===== src/rtl/sayeh_mem_wait_ctrl.sv =====
// Memory stage behind the SAYEH controller: word RAM with programmable wait states,
// posted writes through a one-entry pending slot, and a one-cycle read-ready strobe.
module sayeh_mem_wait_ctrl #(
  parameter int ADDR_W      = 8,
  parameter int WAIT_STATES = 2
) (
  input  logic              clk,
  input  logic              ExternalReset,
  input  logic              ReadMem,
  input  logic              WriteMem,
  input  logic [15:0]       Address,
  input  logic [15:0]       DataIn,
  output logic [15:0]       DataOut,
  output logic              memDataReady,
  output logic              Busy,
  output logic              WriteOverrun,
  input  logic              InitWe,
  input  logic [ADDR_W-1:0] InitAddr,
  input  logic [15:0]       InitData
);

  localparam int         DEPTH    = 1 << ADDR_W;
  localparam logic [3:0] WAIT_CNT = 4'(WAIT_STATES);

  typedef enum logic [2:0] {
    S_IDLE    = 3'd0,
    S_RD_WAIT = 3'd1,
    S_RD_DONE = 3'd2,
    S_WR_WAIT = 3'd3,
    S_WR_DONE = 3'd4
  } state_t;

  state_t              state_q, state_d;
  logic [3:0]          cnt_q, cnt_d;
  logic [ADDR_W-1:0]   addr_q, addr_d;
  logic [15:0]         data_q, data_d;
  logic                pend_vld_q, pend_vld_d;
  logic [ADDR_W-1:0]   pend_addr_q, pend_addr_d;
  logic [15:0]         pend_data_q, pend_data_d;
  logic [15:0]         dout_q, dout_d;
  logic                rdy_q, rdy_d;
  logic                busy_q, busy_d;
  logic                ovr_q, ovr_d;

  logic [15:0]         mem_q [DEPTH];
  logic                mem_we_s;
  logic [ADDR_W-1:0]   mem_waddr_s;
  logic [15:0]         mem_wdata_s;
  logic [ADDR_W-1:0]   req_addr_s;
  logic                unused_addr_hi_s;

  // Addresses wrap modulo the RAM depth, so the upper address bits are ignored.
  assign req_addr_s       = Address[ADDR_W-1:0];
  assign unused_addr_hi_s = ^Address[15:ADDR_W];

  // Next-state, datapath and pending-slot logic.
  always_comb begin
    state_d     = state_q;
    cnt_d       = cnt_q;
    addr_d      = addr_q;
    data_d      = data_q;
    pend_vld_d  = pend_vld_q;
    pend_addr_d = pend_addr_q;
    pend_data_d = pend_data_q;
    dout_d      = dout_q;
    rdy_d       = 1'b0;
    ovr_d       = ovr_q;
    mem_we_s    = 1'b0;
    mem_waddr_s = addr_q;
    mem_wdata_s = data_q;

    case (state_q)
      S_IDLE: begin
        if (pend_vld_q) begin
          // Draining the slot first keeps a read of the same address coherent.
          addr_d  = pend_addr_q;
          data_d  = pend_data_q;
          cnt_d   = WAIT_CNT;
          state_d = S_WR_WAIT;
          if (WriteMem) begin
            pend_vld_d  = 1'b1;
            pend_addr_d = req_addr_s;
            pend_data_d = DataIn;
          end else begin
            pend_vld_d  = 1'b0;
          end
        end else if (WriteMem) begin
          addr_d  = req_addr_s;
          data_d  = DataIn;
          cnt_d   = WAIT_CNT;
          state_d = S_WR_WAIT;
        end else if (ReadMem) begin
          addr_d  = req_addr_s;
          cnt_d   = WAIT_CNT;
          state_d = S_RD_WAIT;
        end else if (InitWe) begin
          mem_we_s    = 1'b1;
          mem_waddr_s = InitAddr;
          mem_wdata_s = InitData;
        end else begin
          state_d = S_IDLE;
        end
      end
      S_RD_WAIT: begin
        if (cnt_q != 4'd0) begin
          cnt_d = cnt_q - 4'd1;
        end else begin
          dout_d  = mem_q[addr_q];
          rdy_d   = 1'b1;
          state_d = S_RD_DONE;
        end
      end
      S_RD_DONE: begin
        state_d = S_IDLE;
      end
      S_WR_WAIT: begin
        if (cnt_q != 4'd0) begin
          cnt_d = cnt_q - 4'd1;
        end else begin
          state_d = S_WR_DONE;
        end
      end
      S_WR_DONE: begin
        mem_we_s = 1'b1;
        state_d  = S_IDLE;
      end
      default: begin
        state_d = S_IDLE;
      end
    endcase

    if ((state_q != S_IDLE) && WriteMem) begin
      if (!pend_vld_q) begin
        pend_vld_d  = 1'b1;
        pend_addr_d = req_addr_s;
        pend_data_d = DataIn;
      end else begin
        ovr_d = 1'b1;
      end
    end else begin
      ovr_d = ovr_d;
    end

    busy_d = (state_d != S_IDLE) | pend_vld_d;
  end

  // Control and output registers.
  always_ff @(posedge clk or negedge ExternalReset) begin
    if (!ExternalReset) begin
      state_q     <= S_IDLE;
      cnt_q       <= 4'd0;
      addr_q      <= '0;
      data_q      <= 16'd0;
      pend_vld_q  <= 1'b0;
      pend_addr_q <= '0;
      pend_data_q <= 16'd0;
      dout_q      <= 16'd0;
      rdy_q       <= 1'b0;
      busy_q      <= 1'b0;
      ovr_q       <= 1'b0;
    end else begin
      state_q     <= state_d;
      cnt_q       <= cnt_d;
      addr_q      <= addr_d;
      data_q      <= data_d;
      pend_vld_q  <= pend_vld_d;
      pend_addr_q <= pend_addr_d;
      pend_data_q <= pend_data_d;
      dout_q      <= dout_d;
      rdy_q       <= rdy_d;
      busy_q      <= busy_d;
      ovr_q       <= ovr_d;
    end
  end

  // RAM array; contents deliberately survive reset.
  always_ff @(posedge clk) begin
    if (mem_we_s) begin
      mem_q[mem_waddr_s] <= mem_wdata_s;
    end
  end

  assign DataOut      = dout_q;
  assign memDataReady = rdy_q;
  assign Busy         = busy_q;
  assign WriteOverrun = ovr_q;

endmodule

===== config.mk =====
export PLATFORM = sky130hd
export DESIGN_NAME = sayeh_mem_wait_ctrl
export DESIGN_NICKNAME = d
export VERILOG_FILES = /design/src/rtl/sayeh_mem_wait_ctrl.sv
export SDC_FILE = /design/constraint.sdc
export NUM_CORES = 2
export LEC_CHECK = 0
export BUFFER_PORTS_ARGS = -buffer_cell sky130_fd_sc_hd__buf_2
export CAP_MARGIN = 10
export CELL_PAD_IN_SITES_DETAIL_PLACEMENT = 1
export CELL_PAD_IN_SITES_GLOBAL_PLACEMENT = 2
export CORE_MARGIN = 4
export CORE_UTILIZATION = 51
export CTS_BUF_LIST = sky130_fd_sc_hd__clkbuf_16
export DETAILED_ROUTE_END_ITERATION = 7
export PLACE_DENSITY_LB_ADDON = 0.1
export SYNTH_ARGS = -nofsm -noshare
export SYNTH_HDL_FRONTEND = slang
export SYNTH_SLANG_ARGS = --single-unit

===== constraint.sdc =====
create_clock -name clk -period 4.6 [get_ports clk]
set_input_delay 0.23 -clock clk [delete_from_list [all_inputs] [get_ports clk]]
set_output_delay 0.23 -clock clk [all_outputs]
set_load 0.01 [all_outputs]

Yosys cells after proc, flatten, opt, wreduce, memory -nomap -nowiden:

Memories as Yosys holds them, arrays and structs flattened. A register that Yosys moved wholly into a read port is not among the register bits.
Cells that the tools add are included.

* eq/ne operators: 5
* reductions and logical operators: 15
* $add $sub $neg: 1
* multiplexer cells: 51
* bitwise logic cells: 2

Operator list (count)
* 2-to-1 mux 16 bit: 12
* 2-to-1 mux 8 bit: 13
* 2-to-1 mux 3 bit: 6
* 2-to-1 mux 4 bit: 4
* 2-to-1 mux 1 bit: 13
* one-hot mux 3 bit (3 select lines): 1
* nonzero test 3 bit: 3
* one-hot mux 4 bit (2 select lines): 1
* AND reduction 2 bit: 4
* inequality test 4 bit (second input constant): 1
* nonzero test 2 bit: 2
* nonzero test 4 bit: 1
* subtractor 4 x 1 -> 4 bit (second input constant): 1
* equality test 3 x 1 -> 1 bit (second input constant): 1
* equality test 3 x 2 -> 1 bit (second input constant): 1
* equality test 3 bit (second input constant): 1
* zero test 3 bit: 1
* AND reduction 3 bit: 1
* inequality test 2 x 1 -> 1 bit (second input constant): 1
* one-hot mux 1 bit (2 select lines): 1
* OR reduction 2 bit: 1
* logical AND 1 bit: 1
* zero test 1 bit: 1
* inverter 1 bit: 1
* OR 1 bit: 1

* memories kept: 1
* logic and storage cells: 85
* memory bits (writable): 4096
* bits in registers: 59

Memories
* mem_q: words 256, width 16, rd ports 1, clocked after Yosys merged registers in 1, wr ports 1, RTL line 45 `logic [15:0] mem_q [DEPTH];`

Longest topological paths before layout:

* depth after elaboration: 7
* mapped depth: 13
* mapped depth without buffers: 10

Worst setup path before layout:

No wires, ideal clock.

* kind: reg2reg
* from: register state_q[1]
* to: memory mem_q[0][10], data pin
* library setup time: 0.556 ns
* cell stages (with the launch flop): 7
* setup slack: 0.650 ns
* path buffers: 3
* arrival time: 3.394 ns
* cells stage by stage: dfrtp_1 -> nor3_1 -> nand3_1 -> buf_2 -> buf_1 -> buf_1 -> mux2_2

* longest elaborated chain between the ends: 2

Ends and longest elaborated chain
* from (decl): RTL line 33 `state_t state_q, state_d;`
* from (signal assigned): RTL line 162 `state_q <= state_d;`
* zero test 3 bit: RTL line 72 `case (state_q)`
* 2-to-1 mux 16 bit: RTL line 72
* net mem_wdata_s[10]: RTL line 48 `logic [15:0] mem_wdata_s;`
* to (decl): RTL line 45

The timed path passes the listed nets, and every way through them passes these cells.

==> impl_summary.md <==
Synth
Counting every instance in the synthesized netlist gives 7,682. The number of flops mapped to enable cells by yosys is 4,096. After synthesis, flip-flops and latches occupy 77.3% of the total area.

Multiplexer cells account for 15.2% of the synthesized area. The number of distinct library cells after synthesis is 66. Counting flops with an async set or reset pin after synthesis yields a share of 1.80%. The synthesized netlist occupies a cell area of 162,000 um^2. The count of warnings emitted by yosys is 0. Counting every net in the synthesized netlist gives 7,745. The synthesized netlist devotes 3.58% of its cell area to compound gates.

The synthesized-area fraction occupied by adder cells is 0.0217%. The xor-xnor portion of the synthesized cell area is 0.0163%. Summing the areas of all and, or, nand and nor instances in the mapped netlist gives 2.01% of the synthesized area. The main flop type after synthesis is sky130_fd_sc_hd__edfxtp_1.

The mean area per synthesized cell is 21.0 um^2. The combinational family with the most area after synthesis is multiplexers. The post-synthesis register bit count is 4,171.

Die
The floorplan die width is 571 um. In this run the standard cell core region covers 315,000 um^2. The effective utilization at floorplan is 51.2%. The height of the chip is 571 um. The die covers 326,000 um^2. The number of top-level pins is 80.

The number of rows created at floorplan is 206.

Routing
The number of search-and-repair iterations in the first detailed-routing pass is 6. In the routed layout, each cell is associated on average with a via count of 6.52. The number of vias in the routed layout is 84,500.

Dividing the detail-routed wire length by the instance count gives 37.7 um. The number of design rule violations left after detail routing is 0. In this run the remaining antenna-violating nets after routing total 0. The final routed wirelength across all metal layers is 489 mm.

The DRC marker count from the first detailed-route iteration is 11,300.

Timing
For the pin with the worst max-slew slack, the measured transition is 1.42 ns. Derived from the worst setup path, the maximum achievable clock frequency is 0.220 GHz. The count of endpoints failing hold in the final timing report is 0. Setup repair after global routing left no endpoint under its margin. Setup violations remaining at the end of the flow were counted as 0. The worst path uses 98.7% of the clock period. The normalized max-slew margin is 5.10%.

The worst clock skew is 0.0472 ns. Counting I/O delays and the setup requirement, the final critical path takes 4.54 ns. The final-report max-slew violation count was 0. In the post-route analysis, the smallest setup slack over all paths is 0.0619 ns.

CTS
The count of H-tree levels built during CTS is 5. The count of clock tree sinks is 4,171. The clock latency of the later-clocked register in the worst-skew pair is 0.97 ns.

The CTS root buffer is sky130_fd_sc_hd__clkbuf_16. After clock tree synthesis, the clock-pin slew on the worst setup and hold paths is 0.06 ns. In this run the deepest clock path goes through 4 buffers. In this run, CTS created clock tree buffers numbering 424. TritonCTS built the clock tree.

Run status
The run finished with clean final reports.

Global routing
The via count of the first global-routing pass is 86,600. The initial antenna violation count was 36. The maximum number of pins on one net before global-route repair is 127. The global-route usage over all layers is 30.0%. The first global-routing pass estimated 684 mm of wire. Summed over all layers, the global routing overflow is 0.

Finish
The net count of the finished layout is 8,513. The layout overhead on the synthesized area is 14.5%. The final cell utilization of the core is 58.7%. The ratio of cells with drive above 1 in the final layout is 26.6%. The number of standard cells in the final layout excluding fillers is 13,000.

Min path
The worst hold path startpoint is InitData[6]. The worst hold path belongs to the class input port to register. The worst hold path passes through 2 cells. The hold path endpoint is mem_q[144][6].

Critical path
The data arrival time of the worst path is 5.40 ns. The number of cell instances on the worst register-to-register path is 10. In this run the worst path has a maximum fanout of 30.

The worst setup path is captured at a register. The worst setup path is launched from a register. Setup slack on the worst reg-to-reg path comes out at 0.06 ns.

The data required time of the critical path is 5.46 ns. The startpoint identified for the worst register-to-register timing path is addr_q[0]. The critical path is of the register to register type. The source of the critical timing path is addr_q[0]. In this run the critical register-to-register path is captured at DataOut[5].

Power and ir drop
The largest vdd supply drop is 0.640 mV. The leakage power of the design is 0.0608 uW. In this run the power density over the cells is 647 nW/um^2.

Placed design
The total placed cells including tap cells is 12,200. The global placement routability congestion is 0.847. The number of I/O port buffers is 71. The pre-CTS setup slack is -0.0322 ns. Summed over all nets, the half-perimeter wirelength after detailed placement is 305 mm.

Job
Max-cap violations in this run came to 0.
[cell usage in the layout, fill, tap and decap left out, drive strengths merged, types with 8 or more instances in the layout]
master,Yosys,final
inv,9,108
clkinv,2,198
mux4,799,799
a22oi,44,44
nand4,16,16
clkinvlp,0,13
and2,12,12
o221ai,110,110
buf,310,770
o211ai,8,8
nand2b,14,14
nand3b,12,12
a211oi,97,97
a31oi,16,16
a211o,21,21
dlygate4sd3,2,28
o21ai,101,101
mux2i,577,577
a32oi,13,13
clkbuf,144,430
o22ai,203,203
nand3,36,36
a21oi,154,154
a2111oi,28,28
edfxtp,4096,4096
nand2,189,189
mux2,57,57
or3,11,11
dfrtp,75,75
a22o,13,13
bufinv,0,44
or2,13,13
nor2,384,384
nor3,27,27
a221oi,25,25
[sequential cells by signal, indices dropped and copies added (netlist names)]
signal,cells
Busy,1
WriteOverrun,1
cnt_q,4
state_q,3
addr_q,8
memDataReady,1
pend_data_q,16
pend_vld_q,1
pend_addr_q,8
DataOut,16
mem_q,4096
data_q,16
[worst max path at each step]
stage,endpoint,depth (start not counted),slack (ns)
floorplan,mem_q[0][10],6,0.65
global placement,DataOut[10],9,0.06
detailed placement,DataOut[10],9,-0.03
CTS,DataOut[5],10,0.12
global route,mem_q[138][10],7,0.008
finish,DataOut[5],10,0.06
[final cells by class]
cell class | count | area (um^2)
fill | 26400 | 130000
timing repair buffer | 798 | 6990
tap | 4160 | 5200
multi-input combinational | 3044 | 34200
clock buffer | 430 | 10800
antenna | 7 | 17.5
sequential | 4171 | 125000
inverter | 11 | 50.0
clock inverter | 352 | 2820
[worst max-delay path, cell delays in order, from the launching register on]
cell and delay [ns]:
sky130_fd_sc_hd__dfrtp_4 0.99, sky130_fd_sc_hd__buf_12 0.37, sky130_fd_sc_hd__buf_12 0.28, sky130_fd_sc_hd__mux4_2 0.28
sky130_fd_sc_hd__nand2_1 0.06, sky130_fd_sc_hd__a21oi_1 0.26, sky130_fd_sc_hd__a2111oi_1 0.17, sky130_fd_sc_hd__buf_4 0.23
sky130_fd_sc_hd__a2111oi_0 0.99, sky130_fd_sc_hd__nand4_1 0.46, sky130_fd_sc_hd__o311ai_1 0.22
[cells in the mapped netlist, drive strengths merged (44+ instances only)]
library cell / n / share of area [%]
o221ai: 110 / 0.60
o21ai: 101 / 0.31
mux2i: 577 / 3.6
dfrtp: 75 / 1.2
a211oi: 97 / 0.45
nor2: 384 / 0.89
mux2: 57 / 0.40
edfxtp: 4096 / 76
clkbuf: 144 / 0.35
mux4: 799 / 11
a21oi: 154 / 0.48
o22ai: 203 / 0.79
nand2: 189 / 0.44
buf: 310 / 1.5
a22oi: 44 / 0.20
[layer usage]
metal | track usage, % | vias to the layer above | wire, um
li1 | - | 33700 | -
met1 | 43.4 | 46000 | 197000
met2 | 46.8 | 4061 | 231000
met3 | 5.56 | 781 | 43300
met4 | 9.62 | 10 | 17800
met5 | 0 | - | 98
[power breakdown]
group	switching (uW)	internal, uW
clock	14500	19400
combinational	24900	12500
sequential	772	47600
[timing repair]
item / in CTS / in global routing
setup endpoints to repair: 1 / 29
hold buffers: 29 / 0
gates resized for setup: 1 / 1
setup buffers: 0 / 0
hold endpoints to repair: 131 / 0
[metrics by stage]
| stage | total power (uW) | cell area (um^2) | setup TNS (ns) | hold WS [ns] |
|---|---|---|---|---|
| after global routing | 123000 | 185000 | 0 | 0.0502 |
| final | 120000 | 185000 | 0 | 0.0582 |
| after floorplan | 70200 | 162000 | 0 | -0.0656 |
| after detailed placement | 86300 | 171000 | -0.0322 | 0.252 |
| after CTS | 120000 | 185000 | 0 | 0.00606 |
| after global placement | 85400 | 171000 | 0 | 0.245 |
[cells by family (layout without fill, tap and decap cells)]
logic type	count (synthesis)	in the layout
AOI/OAI and AO/OA	854	854
xor gates and xnor gates	3	3
adders and majority gates	3	3
buffers and inverters	467	1591
DFF	4171	4171
muxes	1433	1433
other	0	7
and+or+nand+nor	751	751
Note: power is estimated with default switching activity, not from simulation.
